[src/rtl/serial_adder.sv]
// Bit-serial adder: one full-adder slice, LSB first, carry kept in a flop.
// A WIDTH-bit add takes WIDTH shift cycles plus one done cycle.

module fa (
    input  logic a_i,
    input  logic b_i,
    input  logic c_i,
    output logic s_o,
    output logic c_o
);

    // Single-bit full adder slice
    always_comb begin
        s_o = a_i ^ b_i ^ c_i;
        c_o = (a_i & b_i) | (c_i & (a_i ^ b_i));
    end

endmodule

module serial_adder #(
    parameter int WIDTH = 8
) (
    input  logic             clk,
    input  logic             rst,
    input  logic             start,
    input  logic [WIDTH-1:0] a,
    input  logic [WIDTH-1:0] b,
    input  logic             cin,
    output logic             busy,
    output logic             done,
    output logic [WIDTH-1:0] sum,
    output logic             cout
);

    localparam int CW = (WIDTH > 1) ? $clog2(WIDTH) : 1;
    localparam logic [CW-1:0] LAST = CW'(WIDTH - 1);

    typedef enum logic [1:0] {
        IDLE  = 2'd0,
        SHIFT = 2'd1,
        DONE  = 2'd2
    } state_t;

    state_t           state_q, state_d;
    logic [WIDTH-1:0] a_q, a_d;
    logic [WIDTH-1:0] b_q, b_d;
    logic             carry_q, carry_d;
    logic [CW-1:0]    cnt_q, cnt_d;
    logic [WIDTH-2:0] res_q, res_d;
    logic [WIDTH-1:0] sum_q, sum_d;
    logic             cout_q, cout_d;

    logic             fa_s;
    logic             fa_c;
    logic             load;
    logic             last;
    logic [WIDTH-1:0] res_ext;

    fa u_fa (
        .a_i(a_q[0]),
        .b_i(b_q[0]),
        .c_i(carry_q),
        .s_o(fa_s),
        .c_o(fa_c)
    );

    // State register
    always_ff @(posedge clk) begin
        if (rst) begin
            state_q <= IDLE;
        end else begin
            state_q <= state_d;
        end
    end

    // Next-state logic; start in DONE chains straight into a new add
    always_comb begin
        state_d = state_q;
        unique case (state_q)
            IDLE:    if (start) state_d = SHIFT;
            SHIFT:   if (last) state_d = DONE;
            DONE:    state_d = start ? SHIFT : IDLE;
            default: state_d = IDLE;
        endcase
    end

    // Status outputs decoded from state
    always_comb begin
        busy = (state_q == SHIFT);
        done = (state_q == DONE);
    end

    // Datapath next-state: load operands, or shift one bit per cycle
    always_comb begin
        load    = start && ((state_q == IDLE) || (state_q == DONE));
        last    = (cnt_q == LAST);
        res_ext = {fa_s, res_q};
        a_d     = a_q;
        b_d     = b_q;
        carry_d = carry_q;
        cnt_d   = cnt_q;
        res_d   = res_q;
        sum_d   = sum_q;
        cout_d  = cout_q;
        if (load) begin
            a_d     = a;
            b_d     = b;
            carry_d = cin;
            cnt_d   = '0;
        end else if (state_q == SHIFT) begin
            a_d     = a_q >> 1;
            b_d     = b_q >> 1;
            carry_d = fa_c;
            cnt_d   = cnt_q + 1'b1;
            res_d   = res_ext[WIDTH-1:1];
            if (last) begin
                sum_d  = res_ext;
                cout_d = fa_c;
            end
        end
    end

    // Datapath registers; sum/cout only move on the final shift
    always_ff @(posedge clk) begin
        if (rst) begin
            a_q     <= '0;
            b_q     <= '0;
            carry_q <= 1'b0;
            cnt_q   <= '0;
            res_q   <= '0;
            sum_q   <= '0;
            cout_q  <= 1'b0;
        end else begin
            a_q     <= a_d;
            b_q     <= b_d;
            carry_q <= carry_d;
            cnt_q   <= cnt_d;
            res_q   <= res_d;
            sum_q   <= sum_d;
            cout_q  <= cout_d;
        end
    end

    assign sum  = sum_q;
    assign cout = cout_q;

endmodule

[config.mk]
export PLATFORM = sky130hd
export DESIGN_NAME = serial_adder
export DESIGN_NICKNAME = d
export VERILOG_FILES = /design/src/rtl/serial_adder.sv
export SDC_FILE = /design/constraint.sdc
export NUM_CORES = 1
export LEC_CHECK = 0
export CAP_MARGIN = 5
export CORE_MARGIN = 2
export CORE_UTILIZATION = 49
export DETAILED_ROUTE_END_ITERATION = 12
export PLACE_DENSITY = 0.81
export SLEW_MARGIN = 30
export SYNTH_ARGS = -nofsm -noshare
export SYNTH_HDL_FRONTEND = slang
export SYNTH_SLANG_ARGS = --single-unit
[constraint.sdc]
create_clock -name clk -period 1.5 [get_ports clk]
set_clock_uncertainty 0.05 [all_clocks]
set_input_delay 0.375 -clock clk [delete_from_list [all_inputs] [get_ports clk]]
set_output_delay 0.375 -clock clk [all_outputs]
set_load 0.005 [all_outputs]
# Yosys cells after proc, flatten, opt, wreduce, memory -nomap -nowiden
# Index checks and enable logic that the tools add are counted.
[totals]
reg_bits = 38
wordCells = 38
[classes]
add_sub_neg = 1
eq_ne = 5
mux = 10
n_bitwise = 6
reduce_logical = 8
[ops]
columns = ["operator", "count"]
rows = [
  ["8-bit two-way mux", 4],
  ["2-bit case mux with 3 select lines", 1],
  ["2-bit two-way mux", 2],
  ["2-bit AND reduction", 2],
  ["3-bit by 1-bit adder with 3-bit output, second input constant", 1],
  ["3-bit equality test, second input constant", 1],
  ["1-bit two-way mux", 3],
  ["3-bit AND reduction", 1],
  ["1-bit bitwise AND", 2],
  ["2-bit by 1-bit equality test with 1-bit output, second input constant", 1],
  ["2-bit equality test, second input constant", 1],
  ["2-bit logical NOT", 1],
  ["2-bit by 1-bit inequality test with 1-bit output, second input constant", 1],
  ["2-bit inequality test, second input constant", 1],
  ["2-bit nonzero test", 1],
  ["2-bit OR reduction", 1],
  ["1-bit XOR", 2],
  ["1-bit logical AND", 1],
  ["1-bit logical OR", 1],
  ["1-bit NOT", 1],
  ["1-bit bitwise OR", 1],
]

# Longest topological paths before layout
# Gate-level depths: netlist of run 1.
[depth]
ltp_word = 5
depth_mapped = 6
ltp_nobuf = 5

# By module
# A second synthesis of run 1 with hierarchy kept.
[hier_totals]
hier_cells = 177
hier_area_um2 = 1542.7
[modules_own_cells]
columns = ["module", "n_inst", "cells_per_inst", "area_each_um2", "seq_area_each_um2"]
rows = [
  ["serial_adder", 1, 176, 1522.7, 760.7],
  ["fa", 1, 1, 20.0, 0.0],
]

# Least setup slack after synthesis of run 1
# No wires, ideal clock.
[synth_path]
path_type = "register to register"
from = "register cnt_q[0]"
to = "register state_q[0]"
arrival_time_ns = 1.067
t_required_ns = 1.322
setup_slack_ns = 0.255
stages_incl_launch_ff = 6
synth_period_minus_slack_ns = 1.245
path_cell_list = "dfxtp_1 > ha_1 > ha_1 > clkbuf_1 > o21a_1 > nor2_1"
[synth_between]
elab_chain_len = 3
[synth_lines]
columns = ["item", "line", "text"]
rows = [
  ["from (decl)", "48", "logic [CW-1:0] cnt_q, cnt_d;"],
  ["from (signal assigned)", "137", "cnt_q <= cnt_d;"],
  ["3-bit equality test", "96", "last = (cnt_q == LAST);"],
  ["2-bit by 1-bit inequality test with 1-bit output (no line)", "-", ""],
  ["2-bit AND reduction (no line)", "-", ""],
  ["to (signal assigned)", "72", "state_q <= state_d;"],
  ["to (decl)", "44", "state_t state_q, state_d;"],
]
# No other way between the ends.
# A chain may end at the register's enable or synchronous reset.

# Final worst setup path of run 1
[layout_path]
from = "register state_q[1]"
to = "output port busy"
[layout_between]
elab_chain_len = 1
[layout_lines]
columns = ["item", "line", "text"]
rows = [
  ["2-bit by 1-bit equality test with 1-bit output", "89", "busy = (state_q == SHIFT);"],
  ["to (decl)", "29", "output logic busy,"],
]
# No other way between the ends.

==> qor.yml, run 1 <==
logic_synthesis:
  yosys.area.top_type: "dfxtp_1"
  synthesis.area_um2: 1500
  ys_seq_elements: 38
  synth_fp_nets: 197
  ys_types: 23
  yosysSeqAreaShare_pct: 50.6
  synth_area_leaders: "dfxtp_1 (51%), nand2_1 (9.0%), a21oi_1 (6.3%)"
  synthCells: 174
  syn_avg_cell_area_um2: 8.64
  synth_top_area_share_pct: 50.6
  ys_warn_count: 0
floorplanning:
  die_h_um: 59.4
  ioPinCount: 31
  core_area_um2: 2980
  die_w_um: 59.4
  row_count: 20
  initial_core_util_pct: 50.5
  dieArea_um2: 3530
sta:
  min_period_over_period_pct: 99.2
  final_max_slew_viol_count: 0
  finalHoldViolCount: 0
  setup_violations: 0
  relSlewSlack_pct: 83.2
  rsz0062_at_grt: "yes"
  fin_ws_ps: 11.6
  finalCriticalPeriod_ps: 1490
  worst_slew_pin_slew_ps: 253
  fmax_mhz: 672
  whs_ps: 407
clock_tree:
  hold_buffers: 0
  cts_tree: "done"
  cts_made_buffers: 5
  cts_sinks: 38
  cts_max_level: 2
  root_buffer: "clkbuf_4"
  clock_path_buffers: 2
  clock_latency_ps: 340
  clk_pin_slew_worst_paths_ps: 120
global_routing:
  grtUsageTotal_pct: 19.8
  grt_pass1_vias: 1212
  grt_max_degree: 39
  grt_overflow: 0
  antenna_found_initial: 0
  grt_first_pass_wirelength_mm: 5.21
route:
  drt_iter0_drc: 39
  wire_per_inst_um: 12.9
  drt-vias-per-instance: 5.51
  drc: 0
  first_pass_iters: 4
  final_antenna_net_count: 0
  finalWirelength_mm: 3.15
  vias: 1344
placed_design:
  dpl.hpwl_mm: 2.15
  routabilityCongestion: 0.804
  dp_slack_ps: -109
  placed_cell_area_um2: 1870
  port_buffers: 30
power_and_ir_drop:
  power_frac_clock_pct: 33.8
  powerDensity_nw_per_um2: 1040
  comb_power_share_pct: 13.6
  pwr-share-seq_pct: 52.6
  p_sw_mw: 0.516
  ir_drop_v: 0.000638
  leakagePower_nw: 0.768
  p_sw_share_pct: 25.0
  p_int_mw: 1.55
setup_path:
  arrival_ps: 1060
  critPathKind: "reg2out"
  crit_path_start_kind: "flip-flop"
  crit_path_max_fanout: 2
  required_ps: 1070
  cp-end-kind: "output port"
final_layout:
  area_delta_synth_final_pct: 32.4
  final_common_cell: "nand2_1"
  fin_util_pct: 66.8
  final_cell_area_um2: 1990
  drive_above_1_share_pct: 18.5
  layout.nets: 233
  nFillCells: 245
  final_cell_mix: "nand2_1 (36), dfxtp_1 (27), a21oi_1 (19), clkdlybuf4s50_1 (19), nor3_1 (15)"
  antennaDiodeCount: 0
status:
  status: "finished clean"
run:
  maxCapViolations: 0
hold_path:
  hold_class: "reg2reg"
==> path summary, 6_finish.rpt <==
| check | startpoint | to | slack, ps | cells after the start |
|---|---|---|---|---|
| setup / recovery | state_q[1] | busy | 10 | 4 |
| hold reg to reg | sum[1] | sum[1] | 410 | 2 |
| hold / removal | sum[1] | sum[1] | 410 | 2 |
| setup reg to reg | state_q[1] | a_q[5] | 100 | 6 |
==> state kept, by name, indices dropped and copies added (netlist names) <==
name and count:
b_q 8, carry_q 1, cnt_q 3, a_q 8, state_q 2, cout 1, sum 8, res_q 7
==> final cells by class <==
cell class	instances	area [um^2]	area share (%)
flip-flops and latches	38	774	38.9
multi-input cells	121	669	33.6
repair buffers	43	415	20.9
clock inverters	3	45.0	2.26
well taps	33	41.3	2.08
clock buffers	5	37.5	1.89
inverters	1	6.26	0.314
==> metrics by stage <==
step	instances	setup TNS (ps)	power, mW
after floorplan	174	0	1.28
after global placement	233	-460	1.38
after detailed placement	233	-755	1.39
after CTS	243	-1.69	2.08
after global routing	244	-49.8	2.16
final	244	0	2.07
==> worst max-delay path, stage by stage, from the launching register on <==
cell	delay, ps
dfxtp_2	340
buf_6	100
nand2b_4	140
inv_4	50
buf_6	80
==> logic make-up (layout without fill, tap and decap cells) <==
logic type / after synthesis / count (layout) / share of synthesized area [%]
and+or+nand+nor: 79 / 79 / 24.2
DFF: 38 / 38 / 50.6
AOI/OAI and AO/OA: 35 / 35 / 14.2
buffers and inverters: 15 / 52 / 5.33
adders and majority gates: 3 / 3 / 3.00
muxes: 3 / 3 / 2.00
xor gates and xnor gates: 1 / 1 / 0.583
==> routing by layer <==
metal  track usage, %  vias up  routed length [um]
li1                 -      676                   -
met1             22.1      626                1390
met2             35.2       35                1570
met3             6.11        7                 136
met4             6.82        0                  59
met5                0        -                   0
==> power by group through the flow <==
| stage | clock [mW] | sequential, mW | combinational, mW |
|---|---|---|---|
| floorplan | 0 | 1.10 | 0.172 |
| global placement | 0 | 1.11 | 0.268 |
| detailed placement | 0 | 1.11 | 0.277 |
| CTS | 0.713 | 1.09 | 0.280 |
| global route | 0.754 | 1.09 | 0.309 |
| finish | 0.698 | 1.09 | 0.281 |
==> synthesized netlist by cell type (all sizes together) <==
cell / n
dfxtp: 38
nand2: 36
a21oi: 19
nor3: 18
nand3: 12
buf: 9
nor2: 8
o22ai: 7
a311oi: 6
clkbuf: 5
mux2i: 3
a22oi: 2
ha: 2
nand2b: 2
and2b: 1
fa: 1
inv: 1
nand3b: 1
nor2b: 1
o21a: 1
xnor2: 1
==> repair_timing <==
| item | CTS | global route |
|---|---|---|
| pin swaps | 0 | 1 |
| setup endpoints to repair | 11 | 19 |
| buffers inserted | 2 | 1 |
| resized for setup | 28 | 3 |
No activity file was read; power rests on OpenSTA's default activity.
==> run 2: changes to the inputs <==
CORE_UTILIZATION = 50   (was 49)
PLACE_DENSITY = 0.82   (was 0.81)
SYNTH_HIERARCHICAL = 1   (was not set)
==> qor.yml, run 2 <==
logic_synthesis:
  synthesis.area_um2: 1540  # +2.7%
  syn_avg_cell_area_um2: 8.72  # +0.92%
  ys_warn_count: 6  # +6
  synth_edf_count: 0  # unchanged
  yosys.area.top_type: "dfxtp_1"
  ys_types: 25  # +8.7%
  synthTopCellsByCount: "nand2_1 (39), dfxtp_1 (38), a21oi_1 (19), nor3_1 (14), nand3_1 (12)"
  synth_flop_cell: "dfxtp_1"
  synth_top_area_share_pct: 49.3  # -1.3 points
  synthCells: 177  # +1.7%
  synth.most_common_cell: "nand2_1"
  ys_seq_elements: 38  # unchanged
  yosysSeqAreaShare_pct: 49.3  # -1.3 points
  synthArstFlopShare_pct: 0  # unchanged
  synth_fp_nets: 200  # +1.5%
  synth_area_leaders: "dfxtp_1 (49%), nand2_1 (9.5%), a21oi_1 (6.2%)"
clock_tree:
  clock_path_buffers: 2  # unchanged
  cts_sinks: 38  # unchanged
  cts_max_level: 2  # unchanged
  hold_buffers: 0  # unchanged
  clk_pin_slew_worst_paths_ps: 100  # -20 ps
  root_buffer: "clkbuf_4"
  cts_tree: "done"
  cts_made_buffers: 5  # unchanged
  clock_latency_ps: 350  # about the same
setup_path:
  required_ps: 1070  # about the same
  critical-path-top-delay-family: "flip-flops"
  cp-end-kind: "output port"
  crit_start: "state_q[1]"
  reg2reg_depth: 5  # -1
  crit_path_max_fanout: 3  # +1
  critPathKind: "reg2out"
  cpPeakStageDelay_ps: 350  # about the same
  crit_slowest_cell: "dfxtp_2"
  arrival_ps: 960  # -100 ps
  crit_path_start_kind: "flip-flop"
  timing.rr.start: "state_q[1]"
  r2r_slack_ps: 130  # +30 ps
  rr_endpoint: "b_q[4]"
  endpoint: "busy"
  crit_buf_inv: 2  # -1
  cp_cell_sequence: "nand2b_4 > clkinv_4 > clkbuf_2"
  path_depth: 3  # -1
final_layout:
  final_cell_area_um2: 1930  # -3.0%
  nFillCells: 245  # unchanged
  layout.nets: 232  # -0.43%
  final_cell_mix: "nand2_1 (39), dfxtp_1 (27), a21oi_1 (19), clkdlybuf4s50_1 (19), nor3_1 (14)"
  area_delta_synth_final_pct: 25.1
  antennaDiodeCount: 0  # unchanged
  final_common_cell: "nand2_1"
  drive_above_1_share_pct: 16.7  # -1.7 points
route:
  first_pass_iters: 4  # unchanged
  drt-vias-per-instance: 5.56  # +0.98%
  drt_iter0_drc: 75  # +92%
  vias: 1346  # +0.15%
  drc: 0  # unchanged
  final_antenna_net_count: 0  # unchanged
  wire_per_inst_um: 13.2  # +2.3%
  finalWirelength_mm: 3.20  # +1.4%
global_routing:
  antenna_found_initial: 0  # unchanged
  grt_overflow: 0  # unchanged
  met2_usage_pct: 33.8  # -1.4 points
  grt_max_degree: 39  # unchanged
  busiest_layer: "met2"
  grt_pass1_vias: 1243  # +2.6%
  grtUsageTotal_pct: 20.4  # +0.67 points
  grt.met1_usage_pct: 24.0  # +1.9 points
  grt_first_pass_wirelength_mm: 5.33  # +2.4%
  grt_use_met3_pct: 5.90  # -0.22 points
sta:
  relSlewSlack_pct: 76.7  # -6.5 points
  finalCriticalPeriod_ps: 1390  # -99.8 ps
  fmax_mhz: 720  # +7.2%
  final_max_slew_viol_count: 0  # unchanged
  whs_ps: 408  # +1.34 ps
  min_period_over_period_pct: 92.6  # -6.7 points
  finalHoldViolCount: 0  # unchanged
  setup_violations: 0  # unchanged
  worst_slew_pin_slew_ps: 349  # +96.9 ps
floorplanning:
  core_area_um2: 3000  # +0.84%
  initial_core_util_pct: 51.4  # +0.91 points
  ioPinCount: 31  # unchanged
  die_h_um: 59.5  # +0.29%
  dieArea_um2: 3550  # +0.57%
  row_count: 20  # unchanged
  die_w_um: 59.5  # +0.29%
placed_design:
  dpl.hpwl_mm: 2.14  # -0.53%
  port_buffers: 30  # unchanged
  routabilityCongestion: 0.796  # -1.1%
  placed_cell_area_um2: 1860  # -0.74%
power_and_ir_drop:
  leakagePower_nw: 0.740  # -3.6%
  ir_drop_v: 0.000433  # -32%
  powerDensity_nw_per_um2: 960  # -7.6%
hold_path:
  hold_class: "reg2reg"
run:
  maxCapViolations: 0  # unchanged
status:
  status: "finished clean"
run 2: routing by layer:
layer / up-vias / wire (um)
met4: 0 / 29
met5: - / 0
met2: 32 / 1570
met3: 4 / 155
met1: 639 / 1450
li1: 671 / -
run 2: worst reg2reg max path, delay by kind of cell (launching register included):
family	cells	cell delay, ps
simple gates	2	260
buf+inv	2	360
flops	1	340
compound gates	1	280
run 2: logic make-up (layout without fill, tap and decap cells):
kind of cell    count (synthesis)  count (layout)  share of synthesized area [%]
simple gates                   81              81                           22.9
flops                          38              38                           49.3
compound gates                 35              35                           15.0
buf+inv                        16              48                           7.38
fa+ha+maj                       3               3                           2.92
mux                             3               3                           1.95
xor+xnor                        1               1                          0.568
run 2: what timing repair did:
| item | in CTS | in global routing |
|---|---|---|
| pin swaps | 0 | 1 |
| endpoints found under the setup margin | 11 | 9 |
| resized for setup | 25 | 3 |
| hold endpoints to repair | 0 | 0 |
| setup buffers | 1 | 2 |
run 2: worst min path at each step:
stage / cells past startpoint / slack [ps] / to / startpoint
floorplan: 2 / 390 / res_q[0] / res_q[0]
global placement: 2 / 390 / sum[0] / sum[0]
detailed placement: 2 / 400 / sum[2] / sum[2]
CTS: 2 / 410 / sum[2] / sum[2]
global route: 2 / 420 / sum[3] / sum[3]
finish: 2 / 410 / sum[0] / sum[0]
run 2: per-stage QoR:
step	utilization [%]	setup TNS, ps	total power [mW]	worst slack [ps]	std cells
finish	64.3	0	1.85	111	242
global placement	61.8	-84.4	1.37	-75.7	232
detailed placement	61.8	-393	1.38	-95.6	232
CTS	64.0	0	1.87	2.28	240
global route	64.3	-0.771	1.94	-0.771	242
floorplan	-	0	1.29	265	177
run 2: power breakdown:
| group | switching (mW) | leakage (nW) | total [mW] | internal [mW] |
|---|---|---|---|---|
| Combinational | 0.137 | 0.394 | 0.271 | 0.134 |
| Sequential | 0.0316 | 0.316 | 1.09 | 1.06 |
| Clock | 0.324 | 0.0308 | 0.493 | 0.168 |
run 2: cell type report:
class / instances / area [um^2] / share of cell area [%]
clock buffers: 5 / 37.5 / 1.95
clock inverters: 2 / 10.0 / 0.519
inverters: 1 / 8.76 / 0.454
multi-input cells: 123 / 676 / 35.0
flip-flops and latches: 38 / 777 / 40.3
well taps: 33 / 41.3 / 2.14
repair buffers: 40 / 379 / 19.6
==> run 3: changes to the inputs <==
RECOVER_POWER = 25   (was not set)
==> qor.yml, run 3 (synthesized netlist as in run 2, its figures left out) <==
power_and_ir_drop:
  leakagePower_nw: 0.740  # about the same
  powerDensity_nw_per_um2: 962  # +0.20%
  total_power_mw: 1.85  # about the same
  ir_drop_v: 0.000433  # about the same
placed_design:
  dpl.hpwl_mm: 2.14  # unchanged
  port_buffers: 30  # unchanged
  routabilityCongestion: 0.796  # unchanged
setup_path:
  r2r_slack_ps: 100  # -30 ps
  cpPeakStageDelay_ps: 340  # about the same
  arrival_ps: 1620  # +660 ps
  crit_path_max_fanout: 10  # +7
  cp-end-kind: "flip-flop"
  critical-path-top-delay-family: "adder cells"
  critPathKind: "reg2reg"
  cp_common_cell: "ha_1"
  crit_slowest_cell: "dfxtp_1"
  crit_buf_inv: 1  # -1
  required_ps: 1720  # +650 ps
  reg2reg_depth: 6  # +1
  cp_cell_sequence: "ha_1 > ha_1 > nand3b_1 > clkbuf_2 > nand2_1 > a21oi_1"
  rr_endpoint: "sum[1]"
  timing.rr.start: "cnt_q[0]"
  crit_path_start_kind: "flip-flop"
sta:
  finalCriticalPeriod_ps: 1400  # +7.05 ps
  finalHoldViolCount: 0  # unchanged
  final_max_slew_viol_count: 0  # unchanged
  tns_ps: 0  # unchanged
  fmax_mhz: 716  # -0.51%
  setup_violations: 0  # unchanged
  min_period_over_period_pct: 93.0  # +0.47 points
  worst_slew_pin_slew_ps: 350  # +0.345 ps
  relSlewSlack_pct: 76.7  # about the same
route:
  wl_met1_mm: 1.47  # +1.5%
  first_pass_iters: 4  # unchanged
  met2_wirelength_mm: 1.55  # -0.89%
  wire_per_inst_um: 13.2  # +0.19%
  drt_iter0_drc: 74  # -1.3%
  drc: 0  # unchanged
  topRoutingLayerUsed: "met4"
  met3_length_um: 154  # -0.65%
  finalWirelength_mm: 3.20  # +0.19%
  final_antenna_net_count: 0  # unchanged
  vias: 1342  # -0.30%
  drt-vias-per-instance: 5.55  # -0.30%
hold_path:
  min_delay_path_depth: 2  # unchanged
  hp-start: "sum[0]"
  min_to: "sum[0]"
  hold_class: "reg2reg"
clock_tree:
  cts_made_buffers: 5  # unchanged
  clock_latency_ps: 350  # about the same
  clk_pin_slew_worst_paths_ps: 110  # about the same
  cts_tree: "done"
  clock_path_buffers: 2  # unchanged
  cts_max_level: 2  # unchanged
  root_buffer: "clkbuf_4"
  cts_sinks: 38  # unchanged
floorplanning:
  die_w_um: 59.5  # unchanged
  core_area_um2: 3000  # unchanged
  ioPinCount: 31  # unchanged
  dieArea_um2: 3550  # unchanged
  initial_core_util_pct: 51.4  # unchanged
  die_h_um: 59.5  # unchanged
  row_count: 20  # unchanged
final_layout:
  area_delta_synth_final_pct: 24.9
  final_cell_mix: "nand2_1 (39), dfxtp_1 (27), a21oi_1 (19), clkdlybuf4s50_1 (19), nor3_1 (14)"
  nFillCells: 246  # +0.41%
  layout.nets: 232  # unchanged
  final_common_cell: "nand2_1"
  drive_above_1_share_pct: 16.7  # unchanged
  antennaDiodeCount: 0  # unchanged
global_routing:
  grt_first_pass_wirelength_mm: 5.33  # unchanged
  grtUsageTotal_pct: 20.4  # unchanged
  grt_pass1_vias: 1243  # unchanged
  grt_max_degree: 39  # unchanged
  antenna_found_initial: 0  # unchanged
  grt_overflow: 0  # unchanged
run:
  maxCapViolations: 0  # unchanged
status:
  status: "finished clean"
==> run 3: cell types whose count changed in the layout (fill, tap and decap cells not counted), sizes merged <==
cell	before	now
buf	10	9
clkbuf	7	8
==> run 3: worst max-delay path by stage <==
stage	from	endpoint	slack, ps	depth (start not counted)
5_1_grt	cnt_q[0]	sum[7]	-3	6
2_1_floorplan	cnt_q[0]	state_q[0]	270	5
3_5_place_dp	start	b_q[7]	-100	5
4_1_cts	state_q[1]	busy	2	3
3_3_place_gp	start	b_q[7]	-80	5
6_report	cnt_q[0]	sum[1]	100	6
==> run 3: what timing repair did <==
action,4_1_cts,5_1_grt
hold endpoints to repair,0,0
endpoints found under the setup margin,11,9
pin swaps,0,1
buffers inserted,1,2
hold buffers,0,0
gates resized for setup,25,3
==> run 3: cell type report <==
type	count	area, um^2	share of cell area [%]
Sequential cell	38	777	40.3
Clock buffer	5	37.5	1.95
Multi-Input combinational cell	123	676	35.1
Inverter	1	8.76	0.455
Timing Repair Buffer	40	377	19.5
Tap cell	33	41.3	2.14
Clock inverter	2	10.0	0.519
==> run 3: report_power, final <==
group	switching, mW	leakage (nW)	internal, mW
sequential	0.0317	0.316	1.06
clock	0.325	0.0308	0.168
combinational	0.138	0.393	0.134
==> run 3: per-layer routing <==
layer	vias up	GRT usage (%)
li1	671	-
met1	633	24.0
met2	34	33.8
met3	4	5.90
met4	0	10.5
met5	-	0
==> run 3: worst min-delay path: cells and delay by family, from the launching register on <==
family,cells,cell delay [ps]
DFF,1,330
AOI/OAI and AO/OA,1,50
and+or+nand+nor,1,40
==> run 3: per-stage QoR <==
stage / area [um^2] / hold slack (ps) / utilization, % / setup WS (ps) / cells
floorplan: 1540 / 387 / - / 265 / 177
global placement: 1860 / 393 / 61.8 / -75.7 / 232
detailed placement: 1860 / 400 / 61.8 / -95.6 / 232
CTS: 1920 / 411 / 64.0 / 2.28 / 240
global route: 1930 / 424 / 64.2 / -2.90 / 242
finish: 1930 / 408 / 64.2 / 104 / 242
